`src/rtl/uart_rx.sv`:
```
// Console UART receiver: 8N1, LSB first, 16x oversampled on the shared mclkx16 enable.
// Holds one byte with ready, framing-error and overrun flags for the CPU side.
module uart_rx #(
    parameter int SYNC_STAGES = 2
) (
    input  logic       clk,
    input  logic       rst,
    input  logic       mclkx16,
    input  logic       rx,
    input  logic       rx_read,
    output logic       rx_rdy,
    output logic [7:0] rx_data,
    output logic       rx_frame_err,
    output logic       rx_overrun
);

    typedef enum logic [2:0] {
        IDLE  = 3'd0,
        START = 3'd1,
        DATA  = 3'd2,
        STOP  = 3'd3,
        BRK   = 3'd4
    } state_t;

    state_t                 state;
    state_t                 state_nx;
    logic [SYNC_STAGES-1:0] sync_p0;
    logic                   rxs;
    logic [3:0]             cnt;
    logic [2:0]             bitn;
    logic [7:0]             shift;
    logic                   load;

    // Input synchronizer, preset to mark so reset never looks like a start bit
    always_ff @(posedge clk) begin
        if (!rst) begin
            sync_p0 <= '1;
        end else begin
            sync_p0 <= {sync_p0[SYNC_STAGES-2:0], rx};
        end
    end

    assign rxs = sync_p0[SYNC_STAGES-1];

    always_ff @(posedge clk) begin
        if (!rst) begin
            state <= IDLE;
        end else begin
            state <= state_nx;
        end
    end

    always_comb begin
        state_nx = state;
        if (mclkx16) begin
            case (state)
                IDLE:    if (!rxs) state_nx = START;
                START:   if (cnt == 4'd7) state_nx = rxs ? IDLE : DATA;
                DATA:    if (cnt == 4'd15 && bitn == 3'd7) state_nx = STOP;
                STOP:    if (cnt == 4'd15) state_nx = rxs ? IDLE : BRK;
                BRK:     if (rxs) state_nx = IDLE;
                default: state_nx = IDLE;
            endcase
        end
    end

    always_comb begin
        load = mclkx16 && (state == STOP) && (cnt == 4'd15);
    end

    // Tick counter and bit index; cnt wraps naturally so each sample lands mid-bit
    always_ff @(posedge clk) begin
        if (!rst) begin
            cnt  <= 4'd0;
            bitn <= 3'd0;
        end else if (mclkx16) begin
            case (state)
                START: begin
                    if (cnt == 4'd7) begin
                        cnt  <= 4'd0;
                        bitn <= 3'd0;
                    end else begin
                        cnt <= cnt + 4'd1;
                    end
                end
                DATA: begin
                    cnt <= cnt + 4'd1;
                    if (cnt == 4'd15) bitn <= bitn + 3'd1;
                end
                STOP:    cnt <= cnt + 4'd1;
                default: cnt <= 4'd0;
            endcase
        end
    end

    always_ff @(posedge clk) begin
        if (mclkx16 && state == DATA && cnt == 4'd15) begin
            shift <= {rxs, shift[7:1]};
        end
    end

    // Holding register: a load in the same clock as a read wins, but still counts as consumed
    always_ff @(posedge clk) begin
        if (!rst) begin
            rx_rdy       <= 1'b0;
            rx_data      <= 8'h00;
            rx_frame_err <= 1'b0;
            rx_overrun   <= 1'b0;
        end else if (load) begin
            rx_data      <= shift;
            rx_rdy       <= 1'b1;
            rx_frame_err <= ~rxs;
            if (rx_read) begin
                rx_overrun <= 1'b0;
            end else if (rx_rdy) begin
                rx_overrun <= 1'b1;
            end
        end else if (rx_read) begin
            rx_rdy       <= 1'b0;
            rx_frame_err <= 1'b0;
            rx_overrun   <= 1'b0;
        end
    end

endmodule

```
`config.mk`:
```
export PLATFORM = sky130hd
export DESIGN_NAME = uart_rx
export DESIGN_NICKNAME = d
export VERILOG_FILES = /design/src/rtl/uart_rx.sv
export SDC_FILE = /design/constraint.sdc
export NUM_CORES = 1
export LEC_CHECK = 0
export CORE_ASPECT_RATIO = 1.1
export CORE_MARGIN = 10
export CORE_UTILIZATION = 58
export CTS_CLUSTER_SIZE = 25
export DETAILED_ROUTE_END_ITERATION = 8
export PLACE_DENSITY_LB_ADDON = 0.2
export SETUP_SLACK_MARGIN = 0.1
export SLEW_MARGIN = 20
export SYNTH_ARGS = -nofsm -noshare
export SYNTH_HDL_FRONTEND = slang
export SYNTH_SLANG_ARGS = --single-unit
```
`constraint.sdc`:
```
create_clock -name clk -period 3.8 [get_ports clk]
set_input_delay 0.57 -clock clk [delete_from_list [all_inputs] [get_ports clk]]
set_output_delay 0.57 -clock clk [all_outputs]
set_load 0.01 [all_outputs]
```
# After elaboration in Yosys (flattened, before gate mapping)
# Index checks and enable logic that the tools add are counted.
word_totals:
  input_bits: 5
  regBits: 31
classes:
  n_reduce_logical: 13
  n_eq_ne: 13
  add_sub_neg: 2
  muxes: 19
  bitwise_logic: 1
ops:
  columns: ["op", "n"]
  rows:
  - ["2-to-1 mux 3 bit", 8]
  - ["case mux 3 bit (5 select lines)", 1]
  - ["!= test 2 bit, second input constant", 6]
  - ["case mux 4 bit (2 select lines)", 1]
  - ["== test 3 x 2 -> 1 bit, second input constant", 2]
  - ["== test 3 bit, second input constant", 2]
  - ["2-to-1 mux 1 bit", 6]
  - ["case mux 3 bit (2 select lines)", 1]
  - ["AND reduction 6 bit", 1]
  - ["nonzero test 2 bit", 3]
  - ["logical AND 1 bit", 5]
  - ["adder 4 x 1 -> 4 bit, second input constant", 1]
  - ["== test 4 x 3 -> 1 bit, second input constant", 1]
  - ["== test 4 bit, second input constant", 1]
  - ["2-to-1 mux 4 bit", 1]
  - ["AND reduction 4 bit", 1]
  - ["adder 3 x 1 -> 3 bit, second input constant", 1]
  - ["== test 3 x 1 -> 1 bit, second input constant", 1]
  - ["zero test 3 bit", 1]
  - ["2-to-1 mux 2 bit", 1]
  - ["AND reduction 2 bit", 1]
  - ["OR reduction 2 bit", 1]
  - ["inverter 1 bit", 1]

# Longest topological paths before layout
# Gate-level depths: netlist of run 1.
depth:
  depth_word: 5
  ltp_mapped: 6
  mapped_depth_nobuf: 5

# Worst setup path before layout of run 1
# Ideal clock, no wire load.
synth_path:
  path_kind: "reg-to-reg"
  start: "register cnt[3]"
  end: "register bitn[0]"
  t_required_ns: 3.685
  arrival_ns: 1.467
  path_buffers: 1
  path_stages_with_launch: 6
  setup_ns: 0.115
  setup_slack_ns: 2.218
  path_cell_list: "dfxtp_1 buf_6 or3b_4 a2111oi_4 mux2i_1 and2_1"
synth_via:
  elab_chain_len: 3
  word_cells_on_any_way: 5
  classes_between: "4 x eq/ne; 1 x reduce/logical"
synth_lines:
  columns: ["element", "line", "rtl"]
  rows:
  - ["from (decl)", "29", "logic [3:0] cnt;"]
  - ["from (signal assigned)", "83", "cnt <= cnt + 4'd1;"]
  - ["from (signal assigned)", "87", "cnt <= cnt + 4'd1;"]
  - ["from (signal assigned)", "90", "STOP: cnt <= cnt + 4'd1;"]
  - ["== test 4 bit / == test 4 x 3 -> 1 bit (equally long branches)", "88, 79", null]
  - ["!= test 2 bit (no source line)", null, null]
  - ["AND reduction 4 bit (no source line) (*)", null, null]
  - ["to (signal assigned)", "88", "if (cnt == 4'd15) bitn <= bitn + 3'd1;"]
  - ["to (decl)", "30", "logic [2:0] bitn;"]
# Mark *: on every way between the ends. The rest lies on a longest branch, timed or not.
# A chain may end at the register's enable or synchronous reset.

# Worst setup path after layout of run 1
layout_path:
  start: "input mclkx16"
  end: "register rx_data[5]"
layout_via:
  elab_chain_len: 2
layout_lines:
  columns: ["element", "line", "rtl"]
  rows:
  - ["from (decl)", "8", "input logic mclkx16,"]
  - ["logical AND 1 bit (2 in series)", "68", "load = mclkx16 && (state == STOP) && (cnt == 4'd15);"]
  - ["to (signal assigned)", "110", "rx_data <= shift;"]
  - ["to (decl)", "12", "output logic [7:0] rx_data,"]
# No other way between the ends.

==> results.toml, run 1 <==
[run_status]
status = "finished clean"

[sta]
finalCritPeriodShare_pct = 55.97
final-hold-violation-count = 0
fmax_mhz = 470.2
final_max_slew_viol_count = 0
rsz0062_at_grt = "no"
setup_viol = 0
worst_pin_slew_ps = 721.4
relSlewSlack_pct = 51.76
fin_worst_skew_ps = 8.885
fin_ws_ps = 1673
layout_min_cycle_time_ps = 2127
whs_ps = 450.6
setup_tns_ps = 0

[drt]
vias = 954
drcViolationCount = 0
drt_iter0_markers = 29
dr.pass1.iters = 4
post_drt_via_cell_ratio = 5.547
ant_nets = 0
totalWireLength_mm = 2.544
routedWlPerCell_um = 14.79

[logic_synthesis]
yosys.area.top_type = "dfxtp_1"
syn_inst = 127
synth_top_area_share_pct = 33.76
synth.net_count = 135
ys_warn_count = 0
ys_types = 37
syn_area_um2 = 1364
synth_area_per_cell_um2 = 10.74
ys_seq_elements = 31
synth.area.top_cells = "dfxtp_1 34%, edfxtp_1 18%, mux2i_1 8.1%"
ys_seq_area_share_pct = 51.38

[clock_network]
cts_inserted_buffers = 5
post_cts_resized = 0
ctsRootBufferMaster = "clkbuf_4"
cts.htree.levels = 2
cts_tree = "built"
clockBufferDepth = 2
post-cts-setup-buffer-count = 0
path_clk_slew_ps = 100
clock_latency_ps = 330
ctsHoldBuffers = 0
clock_sinks = 31

[critical_path]
rr_worst_depth = 5
crit_type = "primary input to register"
cp.arrival_ps = 2350
reg2reg_slack_ps = 1830
cp_slowest_cell = "clkdlybuf4s50_1"
max_stage_delay_ps = 600
crit_required_ps = 4020
rr_endpoint = "rx_data[5]$_SDFFE_PN0P_"
cp-start-kind = "primary input"
r2r_start = "cnt[0]$_SDFFE_PN0P_"
end_kind = "register"
cp_cell_sequence = "clkdlybuf4s50_1 > and4_1 > and3_1 > mux2i_1 > nor2b_1"
worstPathMaxFanout = 11
timing.critical_path.buf_inv = 1
path_delay_family = "simple AND/OR/NAND/NOR gates"

[global_routing]
grtUsageTotal_pct = 11.57
grt-ovfl-total = 0
antenna_found_initial = 0
grt_pass1_wl_mm = 4.153
grt_max_degree = 25
grt_pass1_vias = 918

[die]
io_pins = 16
die_area_um2 = 4693
coreArea_um2 = 2252
die_height_um = 70.86
core.rowCount = 18
initial_core_util_pct = 60.56
chipWidth_um = 66.24

[layout]
drive_gt1_share_pct = 7.042
final_common_cell = "dfxtp_1"
antennaDiodeCount = 0
final_core_util_pct = 69.17
nNetsFinal = 149
syn2layout_area_growth_pct = 14.22
final_cell_mix = "23 x dfxtp_1, 15 x clkdlybuf4s50_1, 12 x nor2b_1"

[power_and_ir_drop]
cellPowerDensity_nw_per_um2 = 349.3
finalPower_mw = 0.5442
peakVddDrop_v = 0.0002564
p_leak_nw = 0.5250

[hold_path]
holdPathStages = 1
hold_start = "sync_p0[0]$_SDFF_PN1_"
hold_class = "register to register"
holdPathEnd = "sync_p0[1]$_SDFF_PN1_"

[placement]
port_buffers = 15
dp_slack_ps = 1304
post-dp-hpwl_mm = 1.823
gp_congestion = 0.8697

[job]
cap_violations = 0
## through the flow
stage | instance area, um^2 | std cells
2_1_floorplan | 1364 | 127
3_3_place_gp | 1505 | 164
3_5_place_dp | 1505 | 164
4_1_cts | 1558 | 172
5_1_grt | 1558 | 172
6_report | 1558 | 172
## report_power, final
| part | total, mW | switching [mW] | leakage, nW | internal [mW] |
|---|---|---|---|---|
| combinational | 0.0226 | 0.0107 | 0.233 | 0.0118 |
| clock | 0.180 | 0.112 | 0.0347 | 0.0686 |
| sequential | 0.341 | 0.00271 | 0.257 | 0.338 |
## kinds of logic after synthesis
logic type               count (synthesis)  share of synthesized area [%]
AND/OR/NAND/NOR                         52                          22.20
adder cells (fa/ha/maj)                  3                          2.753
AO/OA/AOI/OAI                           18                          10.73
buffers and inverters                   11                          4.219
multiplexers                            11                          8.074
flip-flops                              31                          51.38
XOR/XNOR                                 1                         0.6423
## registers in the layout, indices dropped and copies added, names as in the netlist
register,flops
shift,8
state,3
cnt,4
rx_rdy,1
rx_frame_err,1
rx_overrun,1
bitn,3
rx_data,8
sync_p0,2
## metal layers
| metal | global-route usage, % | vias up | part of all wire (%) |
|---|---|---|---|
| met4 | 5.594 | 0 | 2.0 |
| met3 | 5.512 | 7 | 5.6 |
| li1 | - | 475 | - |
| met5 | 0 | - | 0 |
| met1 | 11.55 | 456 | 41 |
| met2 | 19.49 | 16 | 52 |
## layout make-up
| type | instances | area [um^2] |
|---|---|---|
| clock buffer | 5 | 37.54 |
| clock inverter | 3 | 15.01 |
| fill | 182 | 694.4 |
| inverter | 3 | 11.26 |
| multi-input combinational | 85 | 605.6 |
| sequential | 31 | 700.7 |
| tap | 30 | 37.54 |
| timing repair buffer | 15 | 150.1 |
## worst register-to-register path, cell delays in order, from the launching register on
cell	delay, ps
dfxtp_1	390
ha_1	300
and4_1	240
and3_1	550
mux2i_1	300
nor2b_1	80
## worst max path at each step
stage | endpoint | from | cells past startpoint
global route | rx_data[5]$_SDFFE_PN0P_ | mclkx16 | 5
CTS | rx_data[5]$_SDFFE_PN0P_ | mclkx16 | 5
detailed placement | rx_data[5]$_SDFFE_PN0P_ | mclkx16 | 5
global placement | rx_data[0]$_SDFFE_PN0P_ | mclkx16 | 5
floorplan | bitn[0]$_SDFFE_PN0P_ | cnt[3]$_SDFFE_PN0P_ | 5
finish | rx_data[5]$_SDFFE_PN0P_ | mclkx16 | 5
## synthesized netlist by cell type
cell / instances
and2_0: 1
and2_1: 1
a32oi_1: 1
a211oi_1: 1
a2111oi_4: 1
nand3b_1: 3
nand3_1: 6
nand4_1: 2
and4_1: 1
buf_4: 2
or3b_1: 1
and3_1: 1
a21boi_1: 2
clkbuf_1: 4
clkinv_1: 1
mux2i_1: 11
o21a_1: 1
nor2b_1: 12
nor3_1: 3
a21oi_1: 2
edfxtp_1: 8
a211o_1: 1
nor2_1: 3
ha_1: 3
nor3b_1: 2
o21ai_0: 3
xor2_1: 1
buf_6: 1
or3b_4: 1
nand4b_1: 1
nand2_1: 9
nand2b_1: 5
a21boi_0: 5
dfxtp_1: 23
a311oi_1: 1
inv_1: 2
buf_2: 1
No activity file was read; power rests on OpenSTA's default activity.
==> run 2: changes to the inputs <==
CORE_UTILIZATION = 54   (was 58)
clock period = 2 ns   (was 3.8 ns; I/O delays follow)
==> run 2 against run 1 <==
- flip-flop and latch count stayed put
- core utilization shrank 2.9 points
- worst hold slack worse by 33 ps
- first-iteration DRC count shrank 24%
- combinational power rose by 130%
- die area rose by 5.2%
- final cell count is 4.1% higher
- count of clock-buffer cells in the layout grew 3
- sequential power up 89%
- critical path depth did not move
- largest power group unchanged
==> results.toml, run 2 (synthesis results as in run 1) <==
[global_routing]
grt_max_degree = 24
antenna_found_initial = 0
grt_pass1_vias = 993
grtUsageTotal_pct = 11.37
grt-ovfl-total = 0
grt_pass1_wl_mm = 4.278

[clock_network]
clock_latency_ps = 330
ctsRootBufferMaster = "clkbuf_4"
cts_tree = "built"
clock_sinks = 31
clockBufferDepth = 2
cts.htree.levels = 2
post-cts-setup-buffer-count = 0
cts_inserted_buffers = 5
path_clk_slew_ps = 90

[critical_path]
rr_endpoint = "rx_frame_err$_SDFFE_PN0P_"
rr_worst_depth = 5
cp.arrival_ps = 1970
end_kind = "register"
reg2reg_slack_ps = 300
cp-start-kind = "register"
r2r_start = "cnt[0]$_SDFFE_PN0P_"
worstPathMaxFanout = 11
crit_required_ps = 2260
crit_type = "register to register"

[drt]
drt_iter0_markers = 22
ant_nets = 0
dr.pass1.iters = 4
totalWireLength_mm = 2.473
routedWlPerCell_um = 13.82
post_drt_via_cell_ratio = 5.369
vias = 961
drcViolationCount = 0

[die]
coreArea_um2 = 2449
die_height_um = 72.71
initial_core_util_pct = 55.70
chipWidth_um = 67.92
io_pins = 16
core.rowCount = 19
die_area_um2 = 4938

[sta]
finalCritPeriodShare_pct = 85.23
layout_min_cycle_time_ps = 1705
final-hold-violation-count = 0
relSlewSlack_pct = 72.48
fmax_mhz = 586.6
fin_worst_skew_ps = 7.125
final_max_slew_viol_count = 0
rsz0062_at_grt = "no"
setup_viol = 0
worst_pin_slew_ps = 410.0

[hold_path]
hold_class = "register to register"
holdPathStages = 1
hold_start = "sync_p0[0]$_SDFF_PN1_"
holdPathEnd = "sync_p0[1]$_SDFF_PN1_"

[layout]
antennaDiodeCount = 0
fill_cells = 195
fin_cells = 179
drive_gt1_share_pct = 10.81
final_common_cell = "dfxtp_1"
reg_top3 = "rx_data: 8 flops, shift: 8 flops, cnt: 4 flops"
final_cell_mix = "23 x dfxtp_1, 15 x clkdlybuf4s50_1, 12 x nor2b_1"
syn2layout_area_growth_pct = 18.90
nNetsFinal = 155

[power_and_ir_drop]
peakVddDrop_v = 0.0005985
finalPower_mw = 1.107
p_leak_nw = 0.5590
cellPowerDensity_nw_per_um2 = 682.9

[placement]
port_buffers = 15
gp_congestion = 0.8670
dpl.cell_count = 171
post-dp-hpwl_mm = 1.808

[run_status]
status = "finished clean"

[job]
cap_violations = 0
==> run 2: final cells by class <==
cell class / instances / area [um^2] / area share [%]
inverter: 3 / 11.26 / 0.6944
multi-input combinational: 85 / 606.8 / 37.42
tap: 31 / 38.79 / 2.392
sequential: 31 / 700.7 / 43.21
clock buffer: 8 / 68.82 / 4.244
timing repair buffer: 21 / 195.2 / 12.04
==> run 2: report_power, final <==
| group | switching [mW] | internal, mW | leakage, nW |
|---|---|---|---|
| Sequential | 0.00240 | 0.643 | 0.257 |
| Clock | 0.203 | 0.207 | 0.0386 |
| Combinational | 0.0244 | 0.0279 | 0.263 |
==> run 2: worst max path at each step <==
stage / from / to / depth (start not counted)
floorplan: cnt[3]$_SDFFE_PN0P_ / bitn[0]$_SDFFE_PN0P_ / 5
global placement: mclkx16 / rx_data[1]$_SDFFE_PN0P_ / 5
detailed placement: mclkx16 / rx_overrun$_SDFFE_PN0P_ / 5
CTS: cnt[0]$_SDFFE_PN0P_ / rx_overrun$_SDFFE_PN0P_ / 5
global route: cnt[3]$_SDFFE_PN0P_ / bitn[0]$_SDFFE_PN0P_ / 4
finish: cnt[0]$_SDFFE_PN0P_ / rx_frame_err$_SDFFE_PN0P_ / 5
==> run 2: worst max-delay path, stage by stage (launching register included) <==
cell and delay, ps:
dfxtp_1 340, ha_1 210, and4_1 210, and3_2 330, or3b_1 370, a21boi_0 160
==> run 2: metrics by stage <==
stage                     hold slack (ps)  instance area [um^2]  TNS (ps)  utilization, %  worst slack (ps)
after floorplan                     373.0                  1364         0               -             418.3
after global placement              389.8                  1551         0           63.36             65.96
after detailed placement            396.5                  1551    -24.18           63.36            -24.18
after CTS                           422.7                  1620         0           66.17             177.1
after global routing                442.0                  1622         0           66.22             187.5
final                               417.7                  1622         0           66.22             295.3
==> run 2: repair_timing <==
action | 4_1_cts | 5_1_grt
hold buffers | 0 | 0
endpoints found under the setup margin | 0 | 1
gates resized for setup | 0 | 1
==> run 2: metal layers <==
| layer | GRT usage [%] | share of wire [%] | vias up |
|---|---|---|---|
| li1 | - | - | 486 |
| met1 | 11.16 | 39 | 447 |
| met4 | 6.040 | 2.3 | 0 |
| met3 | 4.608 | 7.6 | 6 |
| met5 | 0 | 0 | - |
| met2 | 19.75 | 51 | 22 |
